--- config.mk ---
export PLATFORM = sky130hd
export DESIGN_NAME = countdown_share_arbiter
export DESIGN_NICKNAME = d
export VERILOG_FILES = /design/src/rtl/countdown_share_arbiter.sv
export SDC_FILE = /design/constraint.sdc
export NUM_CORES = 1
export LEC_CHECK = 0
export ABC_AREA = 1
export CAP_MARGIN = 20
export CORE_UTILIZATION = 50
export CTS_CLUSTER_DIAMETER = 150
export DETAILED_ROUTE_END_ITERATION = 8
export PLACE_DENSITY = 0.75
export SLEW_MARGIN = 5
export SYNTH_ARGS = -nofsm -noshare
export SYNTH_HDL_FRONTEND = slang
export SYNTH_SLANG_ARGS = --single-unit
--- constraint.sdc ---
create_clock -name CLK -period 3.6 [get_ports CLK]
set_clock_uncertainty 0.1 [all_clocks]
set_input_delay 0.54 -clock CLK [delete_from_list [all_inputs] [get_ports CLK]]
set_output_delay 0.54 -clock CLK [all_outputs]
set_load 0.005 [all_outputs]
--- src/rtl/countdown_share_arbiter.sv ---
// Shares one countdown timer among NUM_REQ requesters.
// Each requester latches one start request; requests are granted round-robin,
// the timer's startSignal is issued for the owner, the run is tracked until the
// timer goes idle (or a watchdog expires), and a one-cycle done pulse is
// returned to the owner.
//
// Ports:
//   CLK, nRST        clock, asynchronous active-low reset
//   req__ENA/RDY     per-requester start request handshake
//   done, err        one-hot pulses: run finished / run aborted by watchdog
//   owner            index of current timer owner, ownerValid while ISSUE/RUN
//   timerStart__ENA  drives the shared timer's startSignal enable
//   timerStart__RDY  timer idle and ready to start
//   timerBusy        timer counter non-zero
//   errSticky        set on any watchdog abort, cleared only by reset
module countdown_share_arbiter #(
    parameter int unsigned NUM_REQ = 4,
    parameter int unsigned OWNER_W = 2,
    parameter int unsigned TIMEOUT = 64,
    parameter int unsigned TO_W    = 7
) (
    input  logic               CLK,
    input  logic               nRST,
    input  logic [NUM_REQ-1:0] req__ENA,
    output logic [NUM_REQ-1:0] req__RDY,
    output logic [NUM_REQ-1:0] done,
    output logic [NUM_REQ-1:0] err,
    output logic [OWNER_W-1:0] owner,
    output logic               ownerValid,
    output logic               timerStart__ENA,
    input  logic               timerStart__RDY,
    input  logic               timerBusy,
    output logic               errSticky
);

    typedef enum logic [1:0] {
        ST_IDLE,
        ST_ISSUE,
        ST_RUN,
        ST_DONE
    } state_t;

    state_t             state;
    logic [NUM_REQ-1:0] pending;
    logic [OWNER_W-1:0] last_grant;
    logic [TO_W-1:0]    wd;

    logic [NUM_REQ-1:0] accept;
    logic [NUM_REQ-1:0] owner_oh;
    logic [NUM_REQ-1:0] clr;
    logic               win_found;
    logic [OWNER_W-1:0] win_idx;
    int unsigned        scan;

    // A requester is ready exactly when it has nothing outstanding
    assign req__RDY = ~pending;
    assign accept   = req__ENA & ~pending;

    // One-hot owner and the pending bit retired on leaving DONE
    always_comb begin
        owner_oh        = '0;
        owner_oh[owner] = 1'b1;
        clr             = (state == ST_DONE) ? owner_oh : '0;
    end

    // Round-robin pick: first pending bit after last_grant, wrapping
    always_comb begin
        win_found = 1'b0;
        win_idx   = '0;
        scan      = 0;
        for (int k = 1; k <= int'(NUM_REQ); k++) begin
            scan = 32'(last_grant) + 32'(k);
            if (scan >= NUM_REQ) begin
                scan = scan - NUM_REQ;
            end
            if (!win_found && pending[OWNER_W'(scan)]) begin
                win_found = 1'b1;
                win_idx   = OWNER_W'(scan);
            end
        end
    end

    // Arbiter FSM with registered outputs
    always_ff @(posedge CLK or negedge nRST) begin
        if (!nRST) begin
            state           <= ST_IDLE;
            pending         <= '0;
            last_grant      <= OWNER_W'(NUM_REQ - 1);
            owner           <= '0;
            wd              <= '0;
            errSticky       <= 1'b0;
            done            <= '0;
            err             <= '0;
            timerStart__ENA <= 1'b0;
            ownerValid      <= 1'b0;
        end else begin
            pending <= (pending | accept) & ~clr;
            done    <= '0;
            err     <= '0;
            case (state)
                ST_IDLE: begin
                    // Only bits latched before this cycle take part
                    if (win_found) begin
                        owner           <= win_idx;
                        last_grant      <= win_idx;
                        timerStart__ENA <= 1'b1;
                        ownerValid      <= 1'b1;
                        state           <= ST_ISSUE;
                    end
                end
                ST_ISSUE: begin
                    // Start fires on the first cycle the timer is ready
                    if (timerStart__RDY) begin
                        timerStart__ENA <= 1'b0;
                        wd              <= '0;
                        state           <= ST_RUN;
                    end
                end
                ST_RUN: begin
                    // wd==0 is the timer's load cycle; busy is not valid yet
                    if (wd != '0 && !timerBusy) begin
                        done       <= owner_oh;
                        ownerValid <= 1'b0;
                        state      <= ST_DONE;
                    end else if (wd == TO_W'(TIMEOUT - 1)) begin
                        done       <= owner_oh;
                        err        <= owner_oh;
                        errSticky  <= 1'b1;
                        ownerValid <= 1'b0;
                        state      <= ST_DONE;
                    end else begin
                        wd <= wd + TO_W'(1);
                    end
                end
                ST_DONE: begin
                    state <= ST_IDLE;
                end
                default: begin
                    state <= ST_IDLE;
                end
            endcase
        end
    end

endmodule
# Word-level counts from Yosys, hierarchy flattened
# Cells that the tools add are included.
dict set report classes {
  addsub 9
  mul 0
  n_div 0
  order_cmp 10
  eq_ne 9
  shifts 0
  mux 43
  bitwise 6
  n_reduce_logical 20
}
# operator n
set ops {}
lappend ops {{2-bit two-way mux} 12}
lappend ops {{4-bit two-way mux} 6}
lappend ops {{7-bit two-way mux} 3}
lappend ops {{2-bit by 3-bit < comparator with 1-bit output (second input constant)} 5}
lappend ops {{7-bit case mux with 2 select lines} 1}
lappend ops {{1-bit two-way mux} 13}
lappend ops {{3-bit AND reduction} 4}
lappend ops {{3-bit >= comparator (second input constant)} 3}
lappend ops {{4-bit bitwise AND} 2}
lappend ops {{1-bit binary-select mux with 2-bit select} 4}
lappend ops {{2-bit != test (second input constant)} 4}
lappend ops {{4-bit NOT} 2}
lappend ops {{2-bit case mux with 4 select lines} 1}
lappend ops {{2-bit by 1-bit subtractor with 2-bit output (second input constant)} 4}
lappend ops {{7-bit by 1-bit adder with 7-bit output (second input constant)} 1}
lappend ops {{7-bit by 6-bit equality test with 1-bit output (second input constant)} 1}
lappend ops {{7-bit nonzero test} 1}
lappend ops {{2-bit by 2-bit adder with 3-bit output (second input constant)} 2}
lappend ops {{2-bit nonzero test} 3}
lappend ops {{1-bit logical AND} 5}
lappend ops {{2-bit by 3-bit adder with 4-bit output (second input constant)} 1}
lappend ops {{2-bit equality test (second input constant)} 2}
lappend ops {{4-bit by 3-bit >= comparator with 1-bit output (second input constant)} 1}
lappend ops {{1-bit logical NOT} 4}
lappend ops {{11 further kinds} 12}
dict set report totals {
  reg_bits 28
  latchBits 0
  mem_bits_rw 0
  romBits 0
  input_bits 8
  wordCells 107
  mem_count 0
}

# Logic depth before layout (Yosys ltp)
# Gate-level depths: netlist of the first run.
dict set report depth {
  depth_word 17
  ltp_mapped 12
}

# Worst setup path before layout of the first run
# OpenSTA, ideal clock, no wires.
dict set report synth_timing {
  path_type {register to register}
  from {register state[0]}
  to {register wd[4]}
  t_arrival_ps 1441
  t_required_ps 3382
  slack_ps 1941
  stages_incl_launch_ff 10
  n_path_buf 1
  path_cell_list {dfrtp_1 inv_1 ha_1 buf_4 inv_1 a21oi_1 a21boi_4 inv_2 nand2_1 o21ai_2}
}
dict set report synth_via {
  elab_chain_cells 3
  word_cells_on_any_way 8
}
# item line_no
set synth_lines {}
lappend synth_lines {{start, declared} 43} ;# state_t state;
lappend synth_lines {{start signal, assigned} 86} ;# state <= ST_IDLE;
lappend synth_lines {{start signal, assigned} 108} ;# state <= ST_ISSUE;
lappend synth_lines {{start signal, assigned} 116} ;# state <= ST_RUN;
lappend synth_lines {{2-bit equality test / 2-bit by 1-bit equality test with 1-bit output (equally long branches)} 100} ;# case (state)
lappend synth_lines {{2-bit != test (no line) / 2-bit nonzero test (equally long branches)} --}
lappend synth_lines {{4-bit AND reduction (no line)} --}
lappend synth_lines {{end signal, assigned} 132} ;# wd <= wd + TO_W'(1);
lappend synth_lines {{end, declared} 46} ;# logic [TO_W-1:0] wd;
# Several ways; a longest one is shown, not always the timed one.
# A chain may end at the register's enable or synchronous reset.

# Final worst setup path of the first run
# Ends and elaborated chain as after synthesis.

==> metrics.md, run 1 <==
| Metric | Value |
|---|---|
| Outcome | `finished clean` |
| Layout cell share with drive strength beyond 1 | `15.06%` |
| Top-level I/O count | `25` |
| Static power due to leakage | `1.032 nW` |
| DIE HEIGHT | `59.65 µm` |
| WL final | `3.268 mm` |
| Number of cells traversed by the worst hold path | `2` |
| Minimum period implied by the final worst setup slack | `2039 ps` |
| Depth of the most critical reg-to-reg path | `8` |
| Maximum number of pins on one net before global-route repair | `29` |
| Floorplan die width | `59.65 µm` |
| Maximum level of the CTS H-tree | `1` |
| Initial core utilization | `53.55%` |
| Core Area | `3103 µm²` |
| Number of hold violations in the final report | `0` |
| Worst skew pair latency | `330 ps` |
| Crit path capture type | `register` |
| Hold endpoint | `errSticky$_DFFE_PN0P_` |
| Fraction of power spent switching nets | `46.79%` |
| Sequential Power Share | `29.8%` |
| Area of the multi-input gates | `805.8 µm²` |
| Share of the cycle needed by the critical path after routing | `56.63%` |
| Routability congestion estimate | `0.9242` |
| Cell area after synthesis | `1662 µm²` |
| Per-cell via count in the routed design | `4.876` |
| Peak VDD IR | `0.4877 mV` |
| Total of flip-flops plus latches after synthesis | `28` |
| Worst setup SP type | `register` |
| Synth unique cells | `30` |
| Cell-internal power | `0.8670 mW` |
| Deepest clock path buffer count | `2` |
| DRT Pass-1 Iters | `4` |
| Setup WS post-layout | `1561 ps` |
| HPWL after detailed placement | `2.414 mm` |
| Highest fanout seen on the critical path | `10` |
| Number of buffers created by CTS | `3` |
| Total number of vias | `1,380` |
| Comb pwr share | `57.5%` |
| Antenna diodes | `0` |
| Final max-slew violation count | `0` |
| Filler cell count | `297` |
| CTS sink count | `28` |
| Tot GR Track Use | `20.13%` |
| Average instance area after synthesis | `7.801 µm²` |
| Critical Path Source | `state[0]$_DFFE_PN0P_` |
| Per-cell routed wire length | `11.55 µm` |
| Unrepaired setup endpoints after global routing | `false` |
| Reg clk slew, reported paths | `150 ps` |
| Count of flip-flops with a built-in enable after synthesis | `0` |
| Synthesized Nets | `227` |
| Final Instance Area | `1987 µm²` |
| Proportion of synthesized chip area in sequential cells | `42.32%` |
| Reg2reg start | `state[0]$_DFFE_PN0P_` |
| Switching power summed over all nets | `0.7623 mW` |
| Worst endpoint data arrival time | `2180 ps` |
| Setup WS pre-CTS | `1631 ps` |
| TritonCTS clock tree | `done` |
| FF/Latch Area | `703.2 µm²` |
| Die Footprint | `3558 µm²` |
| Number of nets in the layout | `254` |
| Global-route wire length before repair | `5.361 mm` |
| Number of DRC violations after detailed routing | `0` |
| CTS resizes | `0` |
| DRC marker count from the first detailed-route iteration | `42` |
| Origin of the worst min-delay path | `errSticky$_DFFE_PN0P_` |
| Standard-cell row count | `20` |
| Power density normalized to cell area | `820.0 nW/µm²` |
| Setup TNS | `0 ps` |
| Kind of critical path | `register to register` |
| Final setup violating endpoints | `0` |
| Number of warnings printed during yosys synthesis | `0` |
| Final-layout worst hold slack | `381.3 ps` |
| Post-synth ARST share | `100.0%` |
| Number of global-route vias before repair | `1,238` |
| Final global-route overflow total | `0` |
| Clk root buf | `sky130_fd_sc_hd__clkbuf_4` |
| Number of input and output port buffers inserted | `24` |
| Slew @ Worst Pin | `402.1 ps` |
| Post-synthesis to final-layout area growth | `19.58%` |
| Relative max-transition margin | `73.19%` |
| Primary FF master, synth | `sky130_fd_sc_hd__dfrtp_1` |
| Cell area after placement | `1934 µm²` |
| Crit Reg-Reg Endpoint | `wd[4]$_DFFE_PN0P_` |
| Worst EP required | `3740 ps` |
| Antenna violations before repair | `0` |
| HP Class | `register to register` |
| Post-synthesis instance total | `213` |
| Clock power share | `12.8%` |
| Setup fix buffers added after clock tree synthesis | `0` |
| Maximum operating frequency | `490.5 MHz` |
| Hold-fix buffers, CTS | `0` |
| Max-Cap Viols | `0` |
| Antenna-violating nets left | `0` |
| Internal reg-to-reg setup slack | `1560 ps` |
==> sequential cells by signal (all words and copies together) (netlist names) <==
signal / cells
done: 4
state: 2
errSticky: 1
last_grant: 2
owner: 2
timerStart__ENA: 1
pending: 4
ownerValid: 1
wd: 7
err: 4
==> placed cells by master, fill, tap and decap left out, types with 4 or more instances in the layout <==
cell                              count
sky130_fd_sc_hd__o21ai_1              4
sky130_fd_sc_hd__ha_1                 6
sky130_fd_sc_hd__inv_2                5
sky130_fd_sc_hd__nand2_2             10
sky130_fd_sc_hd__nand3_1             17
sky130_fd_sc_hd__nand2_4              6
sky130_fd_sc_hd__dfrtp_1             26
sky130_fd_sc_hd__nand2_1             66
sky130_fd_sc_hd__inv_1               25
sky130_fd_sc_hd__clkdlybuf4s50_1     24
sky130_fd_sc_hd__nor2_1              21
==> power groups by stage <==
stage / Clock (mW) / Sequential, mW / Combinational (mW)
detailed placement: 0 / 0.490 / 0.935
global route: 0.223 / 0.498 / 1.05
finish: 0.208 / 0.485 / 0.937
floorplan: 0 / 0.464 / 0.749
CTS: 0.212 / 0.485 / 0.943
global placement: 0 / 0.489 / 0.925
==> area by class of cell <==
type	instances	share of cell area, %
flip-flops and latches	28	35.39
well taps	44	2.771
multi-input cells	150	40.55
repair buffers	25	12.47
clock inverters	1	1.511
clock buffers	3	1.133
inverters	32	6.171
==> cell families (layout without fill, tap and decap cells) <==
kind of cell | after synthesis | in the layout | synth area share (%)
buffers and inverters | 35 | 61 | 9.187
AND/OR/NAND/NOR | 127 | 127 | 36.67
XOR/XNOR | 3 | 3 | 1.582
adder cells (fa/ha/maj) | 6 | 6 | 4.518
AO/OA/AOI/OAI | 14 | 14 | 5.723
flip-flops | 28 | 28 | 42.32
==> through the flow <==
stage | util (%) | total power, mW | instances
3_5_place_dp | 62.34 | 1.425 | 279
4_1_cts | 64.03 | 1.640 | 283
5_1_grt | 64.03 | 1.775 | 283
6_report | 64.03 | 1.629 | 283
2_1_floorplan | - | 1.213 | 213
3_3_place_gp | 62.34 | 1.414 | 279
==> layer usage <==
layer / global-route usage [%] / part of all wire, % / up-vias
li1: - / - / 708
met1: 27.17 / 48 / 634
met2: 33.97 / 47 / 36
met3: 4.148 / 5.2 / 2
met4: 2.990 / 0.092 / 0
met5: 0 / 0 / -
==> worst max-delay path by stage <==
stage	depth (start not counted)	slack [ps]	endpoint
2_1_floorplan	9	1940	wd[4]$_DFFE_PN0P_
3_3_place_gp	7	1680	wd[4]$_DFFE_PN0P_
3_5_place_dp	8	1630	wd[4]$_DFFE_PN0P_
4_1_cts	7	1590	wd[5]$_DFFE_PN0P_
5_1_grt	8	1370	wd[2]$_DFFE_PN0P_
6_report	8	1560	wd[4]$_DFFE_PN0P_
==> critical path: stages, from the launching register on <==
cell and delay, ps:
sky130_fd_sc_hd__dfrtp_1 450, sky130_fd_sc_hd__inv_1 90, sky130_fd_sc_hd__ha_1 400, sky130_fd_sc_hd__inv_1 170, sky130_fd_sc_hd__a21oi_1 170, sky130_fd_sc_hd__a21boi_4 330, sky130_fd_sc_hd__inv_2 110, sky130_fd_sc_hd__nand2_1 80
sky130_fd_sc_hd__o21ai_2 50
==> synthesized netlist by cell type (2+ instances only) <==
master / n / share of area, %
sky130_fd_sc_hd__a21oi_1: 3 / 0.90
sky130_fd_sc_hd__buf_6: 2 / 1.4
sky130_fd_sc_hd__dfrtp_1: 26 / 39
sky130_fd_sc_hd__dfstp_2: 2 / 3.2
sky130_fd_sc_hd__ha_1: 6 / 4.5
sky130_fd_sc_hd__inv_1: 25 / 5.6
sky130_fd_sc_hd__inv_2: 5 / 1.1
sky130_fd_sc_hd__nand2_1: 66 / 15
sky130_fd_sc_hd__nand2_2: 10 / 3.8
sky130_fd_sc_hd__nand2_4: 6 / 4.1
sky130_fd_sc_hd__nand3_1: 17 / 5.1
sky130_fd_sc_hd__nor2_1: 21 / 4.7
sky130_fd_sc_hd__o21ai_1: 4 / 1.2
sky130_fd_sc_hd__o22ai_1: 3 / 1.1
sky130_fd_sc_hd__xor2_1: 2 / 1.1
No activity file was read; power rests on OpenSTA's default activity.
==> inputs of run 2 (changes only) <==
CORE_UTILIZATION = 48   (was 50)
clock period = 1.65 ns   (was 3.6 ns; I/O delays follow)
==> run 2 against run 1 <==
Net effect: the run now ends with negative setup slack left; sequential share of layout area fell by 4.7 points; hold slack got worse by 190 ps; power rose to 2.6 times the previous value; critical path depth rose by 4; setup slack got worse by 1600 ps; final area rose by 15%; first-iteration DRC count rose to 2.6 times the previous value; critical path type unchanged; largest cell class unchanged.
==> metrics.md, run 2 (synthesis gave the netlist of run 1 again) <==
| Metric | Value |
|---|---|
| Outcome | `complete, but fails checks` |
| Failing checks | `negative setup slack` |
| Leading cell type in the layout, fill and taps excluded | `sky130_fd_sc_hd__nand2_1` |
| Hold-fix buffers, CTS | `0` |
| Final-layout worst hold slack | `195.7 ps` |
| Initial core utilization | `52.28%` |
| Dominant cell type by count on the critical path | `sky130_fd_sc_hd__nand2_1` |
| DRC marker count from the first detailed-route iteration | `110` |
| Depth of the most critical reg-to-reg path | `12` |
| Worst endpoint data arrival time | `1820 ps` |
| Share of the cycle needed by the critical path after routing | `102.0%` |
| WL final | `3.919 mm` |
| Layout cell share with drive strength beyond 1 | `32.83%` |
| TritonCTS clock tree | `done` |
| FF/Latch Area | `703.2 µm²` |
| Unrepaired setup endpoints after global routing | `true` |
| Per-cell via count in the routed design | `4.942` |
| Slew @ Worst Pin | `349.5 ps` |
| Worst setup SP type | `register` |
| Die Footprint | `3701 µm²` |
| Standard-cell row count | `20` |
| Crit Reg-Reg Endpoint | `owner[0]$_DFFE_PN0P_` |
| Floorplan die width | `60.84 µm` |
| Post-synthesis to final-layout area growth | `38.03%` |
| Power density normalized to cell area | `1871 nW/µm²` |
| Antenna diodes | `0` |
| Core Area | `3178 µm²` |
| DIE HEIGHT | `60.84 µm` |
| Final max-slew violation count | `0` |
| Crit path capture type | `register` |
| CP cell instances | `buf_12 > nand2_1 > nand2_2 > nand2_1 > nand2_2 > nand2_1 > nand2_1 > nand2_1 > nand2_1 > inv_1 > nand2_2 > nand2_1` |
| Total instance count after detailed placement | `294` |
| Minimum period implied by the final worst setup slack | `1682 ps` |
| Filler cell count | `259` |
| Reg clk slew, reported paths | `150 ps` |
| Highest-delay cell along the critical path | `sky130_fd_sc_hd__dfstp_2` |
| Reg2reg start | `last_grant[0]$_DFFE_PN1P_` |
| Maximum level of the CTS H-tree | `1` |
| Maximum operating frequency | `594.5 MHz` |
| Number of DRC violations after detailed routing | `0` |
| Most frequent cells in the layout | `sky130_fd_sc_hd__nand2_1 (56), sky130_fd_sc_hd__dfrtp_1 (26), sky130_fd_sc_hd__buf_4 (24)` |
| Number of input and output port buffers inserted | `24` |
| Per-cell routed wire length | `12.68 µm` |
| Routability congestion estimate | `0.8400` |
| Tot GR Track Use | `22.72%` |
| Worst EP required | `1790 ps` |
| Worst skew pair latency | `320 ps` |
| Antenna-violating nets left | `0` |
| Flip-flop count of the largest register after layout | `7` |
| Antenna violations before repair | `0` |
| Maximum number of pins on one net before global-route repair | `29` |
| HP Class | `input port to async pin` |
| Static power due to leakage | `1.203 nW` |
| Deepest clock path buffer count | `2` |
| Max-Cap Viols | `0` |
| Number of buffers and inverters on the critical path | `2` |
| Cell family with most CP delay | `simple AND/OR/NAND/NOR gates` |
| Layout Cells excl Fill | `309` |
| Number of hold violations in the final report | `0` |
| Final setup violating endpoints | `3` |
| Peak VDD IR | `0.9913 mV` |
| Area of the multi-input gates | `893.4 µm²` |
| CTS sink count | `28` |
| Slowest cell delay on critical path | `610 ps` |
| Kind of critical path | `register to register` |
| Top-level I/O count | `25` |
| Highest fanout seen on the critical path | `9` |
| Setup WS post-layout | `-32.19 ps` |
| Clk root buf | `sky130_fd_sc_hd__clkbuf_4` |
| Final global-route overflow total | `0` |
| Biggest register | `wd` |
| Relative max-transition margin | `76.70%` |
| Total number of vias | `1,527` |
| HPWL after detailed placement | `2.686 mm` |
| DRT Pass-1 Iters | `4` |
| Global-route wire length before repair | `6.168 mm` |
| Final core utilization | `72.17%` |
| Number of nets in the layout | `280` |
| Setup TNS | `-45.36 ps` |
| Number of buffers created by CTS | `3` |
| Internal reg-to-reg setup slack | `-30 ps` |
| Number of global-route vias before repair | `1,314` |
## run 2: cell types whose count changed in the layout (fill, tap and decap cells not counted), moves of 2 or more
cell                              delta
sky130_fd_sc_hd__inv_1               -5
sky130_fd_sc_hd__inv_2               +4
sky130_fd_sc_hd__dlygate4sd2_1       +3
sky130_fd_sc_hd__inv_4               +2
sky130_fd_sc_hd__nand3_2             +4
sky130_fd_sc_hd__clkdlybuf4s50_1     -4
sky130_fd_sc_hd__buf_6               +2
sky130_fd_sc_hd__nand3_1             -5
sky130_fd_sc_hd__ha_1                -2
sky130_fd_sc_hd__nand2_1            -10
sky130_fd_sc_hd__buf_4              +23
sky130_fd_sc_hd__nand2_2            +10
## run 2: area by class of cell
class / count / share of cell area, %
flip-flops and latches: 28 / 30.66
well taps: 44 / 2.400
inverters: 32 / 5.565
repair buffers: 51 / 20.13
clock buffers: 3 / 0.9820
clock inverters: 1 / 1.309
multi-input cells: 150 / 38.95
## run 2: what timing repair did
action / in CTS / in global routing
setup endpoints to repair: 13 / 21
buffers inserted: 7 / 4
resized for setup: 12 / 25
pin swaps: 1 / 6
## run 2: worst max path at each step
stage                                          from              endpoint  slack, ps  cells after the start
after floorplan                state[0]$_DFFE_PN0P_     wd[4]$_DFFE_PN0P_          5                      9
after detailed placement  last_grant[0]$_DFFE_PN1P_  owner[0]$_DFFE_PN0P_        -30                     11
after global routing      last_grant[0]$_DFFE_PN1P_  owner[0]$_DFFE_PN0P_       -110                     12
after CTS                         wd[1]$_DFFE_PN0P_     wd[5]$_DFFE_PN0P_         -8                     11
final                     last_grant[0]$_DFFE_PN1P_  owner[0]$_DFFE_PN0P_        -30                     12
after global placement            wd[0]$_DFFE_PN0P_     wd[1]$_DFFE_PN0P_         30                     11
## run 2: per-layer routing
layer | GRT usage, % | part of all wire [%] | vias to the layer above
met5 | 0 | 0 | -
met4 | 3.571 | 0.33 | 0
met3 | 5.330 | 4.9 | 2
met2 | 35.79 | 50 | 51
met1 | 32.57 | 45 | 714
li1 | - | - | 760
## run 2: power by group
part	internal, mW	leakage (nW)	switching [mW]	total [mW]
clock network	0.246	0.0279	0.201	0.446
logic	1.17	0.828	1.66	2.83
registers	0.871	0.347	0.142	1.01
## run 2: per-stage QoR
stage | cell area (µm²) | setup WS (ps) | total power, mW
floorplan | 1665 | 5.107 | 2.659
global placement | 2059 | 30.20 | 3.350
detailed placement | 2059 | -25.89 | 3.382
CTS | 2188 | -8.127 | 4.015
global route | 2293 | -114.6 | 4.602
finish | 2293 | -32.19 | 4.291
